[src/rtl/spi_slave_responder.sv]
// SPI mode-0 responder: oversamples the SPI pins in the Mclk domain, decodes
// {rw, addr} + data frames into register-bank strobes and serves read data on MISO.
module spi_slave_responder #(
  parameter int unsigned SYNC_STAGES = 2,
  parameter bit          AUTO_INC    = 1'b1
) (
  input  logic       Mclk,
  input  logic       nReset,
  input  logic       SPI_clk,
  input  logic       SPI_CS,
  input  logic       SPI_MOSI,
  output logic       SPI_MISO,
  output logic [6:0] reg_addr,
  output logic       reg_wr_en,
  output logic [7:0] reg_wr_data,
  output logic       reg_rd_en,
  input  logic [7:0] reg_rd_data,
  output logic       busy,
  output logic       frame_err
);

  typedef enum logic [1:0] {IDLE, CMD, DATA} state_t;

  state_t                 state;
  logic [SYNC_STAGES-1:0] clk_sync;
  logic [SYNC_STAGES-1:0] cs_sync;
  logic [SYNC_STAGES-1:0] mosi_sync;
  logic                   clk_d;
  logic                   cs_d;
  logic [SYNC_STAGES:0]   flush;
  logic                   armed;
  logic [2:0]             bit_cnt;
  logic [7:0]             rx_shift;
  logic [7:0]             tx_shift;
  logic                   rw;
  logic                   load;

  logic       clk_s;
  logic       cs_s;
  logic       mosi_s;
  logic       clk_rise;
  logic       clk_fall;
  logic       cs_rise;
  logic       cs_fall;
  logic [7:0] rx_next;

  assign clk_s    = clk_sync[SYNC_STAGES-1];
  assign cs_s     = cs_sync[SYNC_STAGES-1];
  assign mosi_s   = mosi_sync[SYNC_STAGES-1];
  assign clk_rise = clk_s & ~clk_d;
  assign clk_fall = ~clk_s & clk_d;
  assign cs_rise  = cs_s & ~cs_d;
  assign cs_fall  = ~cs_s & cs_d;
  assign rx_next  = {rx_shift[6:0], mosi_s};

  always_ff @(posedge Mclk) begin
    if (!nReset) begin
      state       <= IDLE;
      clk_sync    <= '0;
      cs_sync     <= '1;
      mosi_sync   <= '0;
      clk_d       <= 1'b0;
      cs_d        <= 1'b1;
      flush       <= '0;
      armed       <= 1'b0;
      bit_cnt     <= 3'd0;
      rx_shift    <= 8'd0;
      tx_shift    <= 8'd0;
      rw          <= 1'b0;
      load        <= 1'b0;
      SPI_MISO    <= 1'b0;
      reg_addr    <= 7'd0;
      reg_wr_en   <= 1'b0;
      reg_wr_data <= 8'd0;
      reg_rd_en   <= 1'b0;
      busy        <= 1'b0;
      frame_err   <= 1'b0;
    end else begin
      clk_sync  <= {clk_sync[SYNC_STAGES-2:0], SPI_clk};
      cs_sync   <= {cs_sync[SYNC_STAGES-2:0], SPI_CS};
      mosi_sync <= {mosi_sync[SYNC_STAGES-2:0], SPI_MOSI};
      clk_d     <= clk_s;
      cs_d      <= cs_s;
      // Arm only once the chain has flushed and CS is seen high, so a frame
      // already running at reset release is ignored.
      flush     <= {flush[SYNC_STAGES-1:0], 1'b1};
      if (flush[SYNC_STAGES] && cs_s) armed <= 1'b1;

      reg_wr_en <= 1'b0;
      reg_rd_en <= 1'b0;
      frame_err <= 1'b0;
      load      <= reg_rd_en;
      if (load) tx_shift <= reg_rd_data;
      // Writes use the current address while strobed, then advance.
      if (reg_wr_en && AUTO_INC) reg_addr <= reg_addr + 7'd1;
      SPI_MISO  <= (state == DATA && rw) ? tx_shift[7] : 1'b0;

      case (state)
        IDLE: begin
          if (armed && cs_fall) begin
            state    <= CMD;
            bit_cnt  <= 3'd0;
            rx_shift <= 8'd0;
            busy     <= 1'b1;
          end
        end
        default: begin
          if (cs_rise) begin
            state     <= IDLE;
            busy      <= 1'b0;
            frame_err <= (bit_cnt != 3'd0);
            bit_cnt   <= 3'd0;
          end else if (clk_rise) begin
            rx_shift <= rx_next;
            bit_cnt  <= bit_cnt + 3'd1;
            if (bit_cnt == 3'd7) begin
              if (state == CMD) begin
                rw        <= rx_next[7];
                reg_addr  <= rx_next[6:0];
                reg_rd_en <= rx_next[7];
                state     <= DATA;
              end else if (rw) begin
                reg_rd_en <= 1'b1;
                if (AUTO_INC) reg_addr <= reg_addr + 7'd1;
              end else begin
                reg_wr_en   <= 1'b1;
                reg_wr_data <= rx_next;
              end
            end
          end else if (clk_fall && state == DATA && rw && bit_cnt != 3'd0 && !load) begin
            // The fall right after a byte boundary keeps the freshly loaded MSB.
            tx_shift <= {tx_shift[6:0], 1'b0};
          end
        end
      endcase
    end
  end

endmodule

[config.mk]
export PLATFORM = sky130hd
export DESIGN_NAME = spi_slave_responder
export DESIGN_NICKNAME = d
export VERILOG_FILES = /design/src/rtl/spi_slave_responder.sv
export SDC_FILE = /design/constraint.sdc
export NUM_CORES = 1
export LEC_CHECK = 0
export CORE_MARGIN = 3
export CORE_UTILIZATION = 25
export DETAILED_ROUTE_END_ITERATION = 12
export GPL_ROUTABILITY_DRIVEN = 0
export PLACE_DENSITY_LB_ADDON = 0.15
export SKIP_CTS_REPAIR_TIMING = 1
export SYNTH_ARGS = -nofsm -noshare
export SYNTH_HDL_FRONTEND = slang
export SYNTH_SLANG_ARGS = --single-unit
[constraint.sdc]
create_clock -name Mclk -period 2.2 [get_ports Mclk]
set_input_delay 0.44 -clock Mclk [delete_from_list [all_inputs] [get_ports Mclk]]
set_output_delay 0.44 -clock Mclk [all_outputs]
set_load 0.02 [all_outputs]
==> flow_summary.ini, run 1 <==
[outcome]
status = finished clean

[synthesis]
syn_inst = 233
seq_area_frac_synth_pct = 45.2
synth_cell_types = 52
yosys_register_bits = 54
syn-num-nets = 250
avgSynthCellArea_um2 = 10.3
synth_edf_count = 0
synthArstFlopShare_pct = 0
synth_ff_type = dfxtp_1
ys_warn_count = 0
syn_area_mm2 = 0.00239

[routing]
antenna_left = 0
drtIter0Drc = 56
routedWlPerCell_um = 12.8
finalWirelength_um = 5020
detail_route.vias_per_cell = 4.35
dr.pass1.iters = 4
num_vias = 1705
drc = 0

[final_layout]
seqCellArea_mm2 = 0.00108
nets = 279
multi_input_area_mm2 = 0.00121
fillerInstances = 998
antenna_cells = 0
syn_to_final_growth_pct = 22.4
drive_above_1_share_pct = 12.5

[floorplan]
dieArea_mm2 = 0.0108
fp.dieW_um = 104
core_area_mm2 = 0.00928
die_height_um = 104
ios = 33
rows = 35
initial_utilization_pct = 25.7

[worst_setup_path]
path_cells = clkdlybuf4s50_1
worstSetupPathType = flip-flop to output pin
cp_num_buf_inv = 1
worst-path-max-fanout = 10
start_kind = flip-flop
worstPathRequired_ns = 1.76
cp.arrival_ns = 1.53
cp_top_family = buffers and inverters
max_stage_delay_ns = 0.68
cp_slowest_cell = clkdlybuf4s50_1
end_kind = output pin

[global_routing]
grt_usage_pct = 9.71
grt.overflow.total = 0
antenna_found_initial = 0
grt_max_degree = 24
grt_pass1_vias = 1668
grt_pass1_wl_um = 8550

[hold_path]
hold_class = flip-flop to flip-flop

[timing]
setup_violations = 0
rsz0062_at_grt = false
relSlewSlack_pct = 66.2
layout_min_cycle_time_ns = 1.97
fin_skew_ns = 0.00816
finalHoldViolations = 0
finalCritPeriodShare_pct = 89.7
final.setup.tns_ns = 0
worst_slew_pin_slew_ns = 0.506
finalMaxSlewViolations = 0
fmax_mhz = 507

[pwr]
swShare_pct = 22.6
combPwrFrac_pct = 4.0
clkPwrFrac_pct = 35.9
p_sw_w = 0.000374
vdd_drop_max_mv = 0.232
powerDensity_mw_per_mm2 = 566
finalPower_w = 0.00166
p_leak_nw = 1.03
p_int_w = 0.00128
power_frac_seq_pct = 60.0

[placed_design]
port_buffers = 32
dpl.hpwl_um = 3570

[clock_network]
cts_tree = yes
htreeDepth = 2
clockBufferDepth = 2
clk_latency_ns = 0.31
clock_sinks = 54
cts_root_buf = clkbuf_8
clk_pin_slew_ns = 0.10
cts_buffers = 5

[job]
maxCapViolCount = 0
layout by cell type (no fill, tap or decap), drive strengths merged, types with 2 or more instances in the layout:
cell and n:
a211oi 7, nor4 2, o21ai 7, nand4 4, xnor2 5, a31oi 4
nor3b 3, clkbuf 6, ha 4, a32oi 2, dfxtp 54, o21a 4
mux2 3, nor2 26, nand2b 5, clkdlybuf4s50 32, o32ai 3, a21oi 4
nand3 3, xor2 4, and3 2, nor2b 2, nand2 10, buf 6
inv 4, o22ai 2, and2 10, nor3 7, o211ai 2, mux2i 16
a22o 7
final timing paths:
kind | from | to | slack (ns) | cells past startpoint
min reg2reg | cs_sync[0] | cs_sync[1] | 0.44 | 1
max reg2reg | cs_sync[1] | rx_shift[4] | 0.50 | 4
max | reg_wr_en | reg_wr_en | 0.23 | 1
min | cs_sync[0] | cs_sync[1] | 0.44 | 1
Yosys cell counts (4+ instances only):
cell / instances / area share, %
a211oi_2: 7 / 3.7
a21oi_1: 4 / 0.84
a22o_1: 7 / 2.6
a31oi_1: 4 / 1.0
and2_1: 10 / 2.6
buf_2: 4 / 0.84
clkbuf_1: 8 / 1.3
dfxtp_1: 54 / 45
ha_1: 4 / 2.1
mux2i_1: 16 / 6.7
nand2_1: 10 / 1.6
nand2b_1: 5 / 1.3
nor2_1: 25 / 3.9
nor3_1: 6 / 1.3
o21a_1: 4 / 1.3
o21ai_1: 4 / 0.84
xnor2_1: 5 / 1.8
xor2_1: 4 / 1.5
area by class of cell:
| class | instances | share of cell area [%] |
|---|---|---|
| clock buffers | 6 | 2.82 |
| clock inverters | 2 | 0.556 |
| repair buffers | 38 | 12.5 |
| well taps | 129 | 5.52 |
| flip-flops and latches | 54 | 37.0 |
| inverters | 3 | 0.385 |
| multi-input cells | 160 | 41.2 |
power groups by stage:
stage | logic, W | clock network, W | registers [W]
after global placement | 0.0000688 | 0 | 0.00102
after global routing | 0.0000744 | 0.000666 | 0.000996
after CTS | 0.0000682 | 0.000628 | 0.000994
after detailed placement | 0.0000678 | 0 | 0.00102
after floorplan | 0.0000332 | 0 | 0.00101
final | 0.0000668 | 0.000595 | 0.000994
worst reg2reg max path, stage by stage, from the launching register on:
cell and delay [ns]:
dfxtp_1 0.42, nor2b_2 0.48, nor3b_4 0.12, nor3b_2 0.44, a22o_1 0.19
metal layers:
metal | part of all wire (%) | routed length [um] | GRT usage [%]
met5 | 0 | 0 | 0
met4 | 1.2 | 60 | 3.13
met3 | 3.3 | 163 | 2.06
met2 | 43 | 2170 | 14.7
met1 | 52 | 2620 | 13.8
cells by family (layout without fill, tap and decap cells):
kind of cell / Yosys count / after routing / share of synthesized area [%]
XOR/XNOR: 9 / 9 / 3.30
flip-flops: 54 / 54 / 45.2
adder cells (fa/ha/maj): 4 / 4 / 2.09
AND/OR/NAND/NOR: 81 / 81 / 20.5
buffers and inverters: 19 / 49 / 4.29
AO/OA/AOI/OAI: 47 / 47 / 16.5
multiplexers: 19 / 19 / 8.11
state kept, by name (all words and copies together), names as in the netlist, 2 cells and up:
signal and count:
flush 3, rx_shift 7, reg_wr_data 8, reg_addr 7, cs_sync 2, mosi_sync 2, bit_cnt 3, clk_sync 2
state 2, tx_shift 8
metrics by stage:
step / area (um^2) / setup WS, ns / hold slack [ns] / std cells / util (%)
floorplan: 2390 / 0.620 / 0.386 / 233 / -
CTS: 2920 / 0.198 / 0.433 / 392 / 31.5
global placement: 2830 / 0.373 / 0.401 / 384 / 30.4
detailed placement: 2830 / 0.426 / 0.398 / 384 / 30.4
global route: 2920 / 0.143 / 0.459 / 392 / 31.5
finish: 2920 / 0.227 / 0.435 / 392 / 31.5
Note: power is estimated with default switching activity, not from simulation.
==> inputs of run 2 (changes only) <==
Settings changed: CAP_MARGIN set to 20, SETUP_SLACK_MARGIN set to 0.4.
==> run 2 against run 1 <==
Against the previous run:
- total power increased by 0.29%
- die area did not move
- global-route usage unchanged
- fmax rose by 7.6%
- utilization is 0.80 points higher
- setup slack better by 0.14 ns
==> flow_summary.ini, run 2 (synthesis results as in run 1) <==
[outcome]
status = finished clean

[timing]
final.setup.tns_ns = 0
finalCritPeriodShare_pct = 83.4
fin_skew_ns = 0.00896
layout_min_cycle_time_ns = 1.83
fmax_mhz = 545
setup_violations = 0
worst_slew_pin_slew_ns = 0.509
hold_ws_ns = 0.436
rsz0062_at_grt = true
finalMaxSlewViolations = 0
relSlewSlack_pct = 66.0
finalHoldViolations = 0

[placed_design]
port_buffers = 32
dpl.hpwl_um = 3570

[clock_network]
htreeDepth = 2
cts_root_buf = clkbuf_8
clock_sinks = 54
cts_tree = yes
cts_buffers = 5
clk_latency_ns = 0.31
clockBufferDepth = 2
clk_pin_slew_ns = 0.10

[worst_setup_path]
start_kind = flip-flop
path_cells = clkdlybuf4s50_1
worst-path-max-fanout = 10
worstPathRequired_ns = 1.76
cp_num_buf_inv = 1
cp.arrival_ns = 1.39
cp_slowest_cell = clkdlybuf4s50_1
worstSetupPathType = flip-flop to output pin
end_kind = output pin
max_stage_delay_ns = 0.64
cp_top_family = buffers and inverters

[routing]
routedWlPerCell_um = 13.1
drc = 0
antenna_left = 0
dr.pass1.iters = 4
drtIter0Drc = 61
num_vias = 1736
detail_route.vias_per_cell = 4.38
finalWirelength_um = 5190

[final_layout]
multi_input_area_mm2 = 0.00122
mostFrequentLayoutCell = dfxtp_1
antenna_cells = 0
drive_above_1_share_pct = 16.1
fillerInstances = 986
top_regs = reg_wr_data x8, tx_shift x8
layout_common_cells = dfxtp_1, nor2_1, clkdlybuf4s50_1
syn_to_final_growth_pct = 25.4
seqCellArea_mm2 = 0.00109
nets = 283

[floorplan]
dieArea_mm2 = 0.0108
initial_utilization_pct = 25.7
die_height_um = 104
core_area_mm2 = 0.00928
rows = 35
fp.dieW_um = 104
ios = 33

[pwr]
powerDensity_mw_per_mm2 = 554
vdd_drop_max_mv = 0.233
p_leak_nw = 1.17

[job]
maxCapViolCount = 0

[global_routing]
grt_pass1_wl_um = 8550
grt_usage_pct = 9.71
grt_pass1_vias = 1668
grt_max_degree = 24
antenna_found_initial = 0
grt.overflow.total = 0

[hold_path]
hold_class = flip-flop to flip-flop
## run 2: cell type report
cell class	instances	share of cell area (%)
Timing Repair Buffer	42	13.9
Sequential cell	54	36.3
Inverter	3	0.376
Multi-Input combinational cell	160	40.8
Clock inverter	2	0.543
Clock buffer	6	2.75
Tap cell	129	5.38
## run 2: report_power, final
group / leakage, nW / switching (W) / internal [W]
sequential: 0.440 / 0.00000680 / 0.000987
combinational: 0.683 / 0.0000323 / 0.0000350
clock: 0.0478 / 0.000339 / 0.000260
total: 1.17 / 0.000378 / 0.00128
## run 2: worst reg2reg max path: cells and delay by family (launching register included)
kind	cells	cell delay (ns)
buffers and inverters	1	0.21
adders and majority gates	2	0.36
DFF	1	0.35
and+or+nand+nor	3	0.52
muxes	1	0.18
## run 2: path summary, 6_finish.rpt
check | startpoint | to | slack [ns] | cells past startpoint
worst min register to register | cs_sync[0] | cs_sync[1] | 0.44 | 1
worst max-delay path | reg_wr_en | reg_wr_en | 0.37 | 1
worst max register to register | bit_cnt[0] | reg_wr_data[7] | 0.48 | 7
worst min-delay path | cs_sync[0] | cs_sync[1] | 0.44 | 1
## run 2: metal layers
layer  up-vias  track usage (%)  wire length, um
met2        24             14.7             2280
li1        897                -                -
met4         0             3.13               73
met1       808             13.8             2700
met5         -                0                0
met3         7             2.06              135
## run 2: per-stage QoR
step	utilization (%)	instances	instance area (um^2)	worst slack (ns)	power (W)
2_1_floorplan	-	233	2390	0.620	0.00105
3_3_place_gp	30.4	384	2830	0.373	0.00109
3_5_place_dp	30.4	384	2830	0.426	0.00108
4_1_cts	31.5	392	2920	0.198	0.00169
5_1_grt	32.3	396	3000	0.305	0.00174
6_report	32.3	396	3000	0.366	0.00166
==> inputs of run 3 (changes only) <==
Clock period 2.2 ns to 1.7 ns, I/O delays scaled along.
==> run 3 against run 2 <==
Against the previous run:
- combinational power increased by 66%
- routed wire length increased by 9.4%
- via count increased by 7.5%
==> flow_summary.ini, run 3 (synthesis results as in run 1) <==
[timing]
relSlewSlack_pct = 74.0
finalMaxSlewViolations = 0
setup_ws_ns = 0.0858
worst_slew_pin_slew_ns = 0.388
layout_min_cycle_time_ns = 1.61
setup_violations = 0
fmax_mhz = 620
fin_skew_ns = 0.00795
rsz0062_at_grt = true
finalCritPeriodShare_pct = 95.0
finalHoldViolations = 0

[job]
maxCapViolCount = 0

[placed_design]
place_ws_ns = -0.0355
port_buffers = 32
dpl.hpwl_um = 3750
dp.cells = 391

[final_layout]
layout_common_cells = dfxtp_1, buf_4, nor2_1
syn_to_final_growth_pct = 44.9
finalNonFillerCells = 419
nets = 306
fillerInstances = 959
antenna_cells = 0
drive_above_1_share_pct = 36.9
mostFrequentLayoutCell = dfxtp_1
top_regs = reg_wr_data x8, tx_shift x8

[floorplan]
fp.dieW_um = 104
core_area_mm2 = 0.00928
dieArea_mm2 = 0.0108
ios = 33
rows = 35
initial_utilization_pct = 25.7
die_height_um = 104

[worst_setup_path]
worstSetupPathType = flip-flop to flip-flop
reg2regPathDepth = 7
path_cells = ha_4, ha_4, nand3b_4, buf_12, or3_4, a21oi_2, a221oi_2
worstPathRequired_ns = 1.89
cp_slowest_cell = or3_4
crit_top_cell = ha_4
start_kind = flip-flop
timing.rr.start = bit_cnt[1]
reg2reg_to = reg_addr[6]
regToRegSetupSlack_ns = 0.09
worst-path-max-fanout = 5
end_kind = flip-flop
max_stage_delay_ns = 0.39
cp.arrival_ns = 1.81

[clock_network]
cts_tree = yes
cts_buffers = 5
htreeDepth = 2
clk_pin_slew_ns = 0.10
clockBufferDepth = 2
cts_root_buf = clkbuf_8
clock_sinks = 54
clk_latency_ns = 0.31

[global_routing]
grt_pass1_wl_um = 8760
grt_usage_pct = 9.85
antenna_found_initial = 0
grt_max_degree = 18
grt.overflow.total = 0
grt_pass1_vias = 1715

[pwr]
powerDensity_mw_per_mm2 = 652
p_leak_nw = 1.54
vdd_drop_max_mv = 0.314

[routing]
drtIter0Drc = 58
detail_route.vias_per_cell = 4.46
dr.pass1.iters = 4
drc = 0
antenna_left = 0
finalWirelength_um = 5680
routedWlPerCell_um = 13.5
num_vias = 1867

[hold_path]
hp-start = cs_sync[0]
hold_end = cs_sync[1]
hold_depth = 1
hold_class = flip-flop to flip-flop

[outcome]
status = finished clean
## run 3: final cells by class
class / count / area (um^2) / area share [%]
clock inverters: 3 / 43.8 / 1.26
clock buffers: 5 / 68.8 / 1.99
repair buffers: 65 / 681 / 19.7
flip-flops and latches: 54 / 1130 / 32.6
well taps: 129 / 161 / 4.66
inverters: 3 / 11.3 / 0.325
multi-input cells: 160 / 1370 / 39.6
## run 3: metal layers
metal	GRT usage, %	wire, um
met5	0	0
met4	2.85	104
met3	2.12	169
met1	14.0	2880
met2	15.0	2520
## run 3: through the flow
step | power (W) | instance area, um^2 | setup TNS [ns] | utilization, % | hold WS, ns
2_1_floorplan | 0.00136 | 2450 | 0 | - | 0.368
3_3_place_gp | 0.00141 | 2950 | -0.0317 | 31.8 | 0.397
3_5_place_dp | 0.00141 | 2950 | -0.245 | 31.8 | 0.406
4_1_cts | 0.00230 | 3070 | -0.217 | 33.0 | 0.429
5_1_grt | 0.00236 | 3460 | -0.0341 | 37.3 | 0.441
6_report | 0.00226 | 3460 | 0 | 37.3 | 0.419
## run 3: how the worst max path moves through the flow
stage	cells past startpoint	to	start
2_1_floorplan	7	reg_wr_data[6]	bit_cnt[1]
3_3_place_gp	4	rx_shift[3]	nReset
3_5_place_dp	4	rx_shift[5]	nReset
4_1_cts	1	reg_wr_en	reg_wr_en
5_1_grt	8	reg_wr_data[7]	bit_cnt[0]
6_report	7	reg_addr[6]	bit_cnt[1]
## run 3: power by group
part | internal, W | switching [W]
combinational | 0.0000610 | 0.0000511
clock | 0.000442 | 0.000435
sequential | 0.00126 | 0.00000849
total | 0.00176 | 0.000494
## run 3: critical path, delay by kind of cell, from the launching register on
kind                     cells  cell delay (ns)
AND/OR/NAND/NOR              2             0.50
flip-flops                   1             0.37
buffers and inverters        1             0.15
adder cells (fa/ha/maj)      2             0.26
AO/OA/AOI/OAI                2             0.21
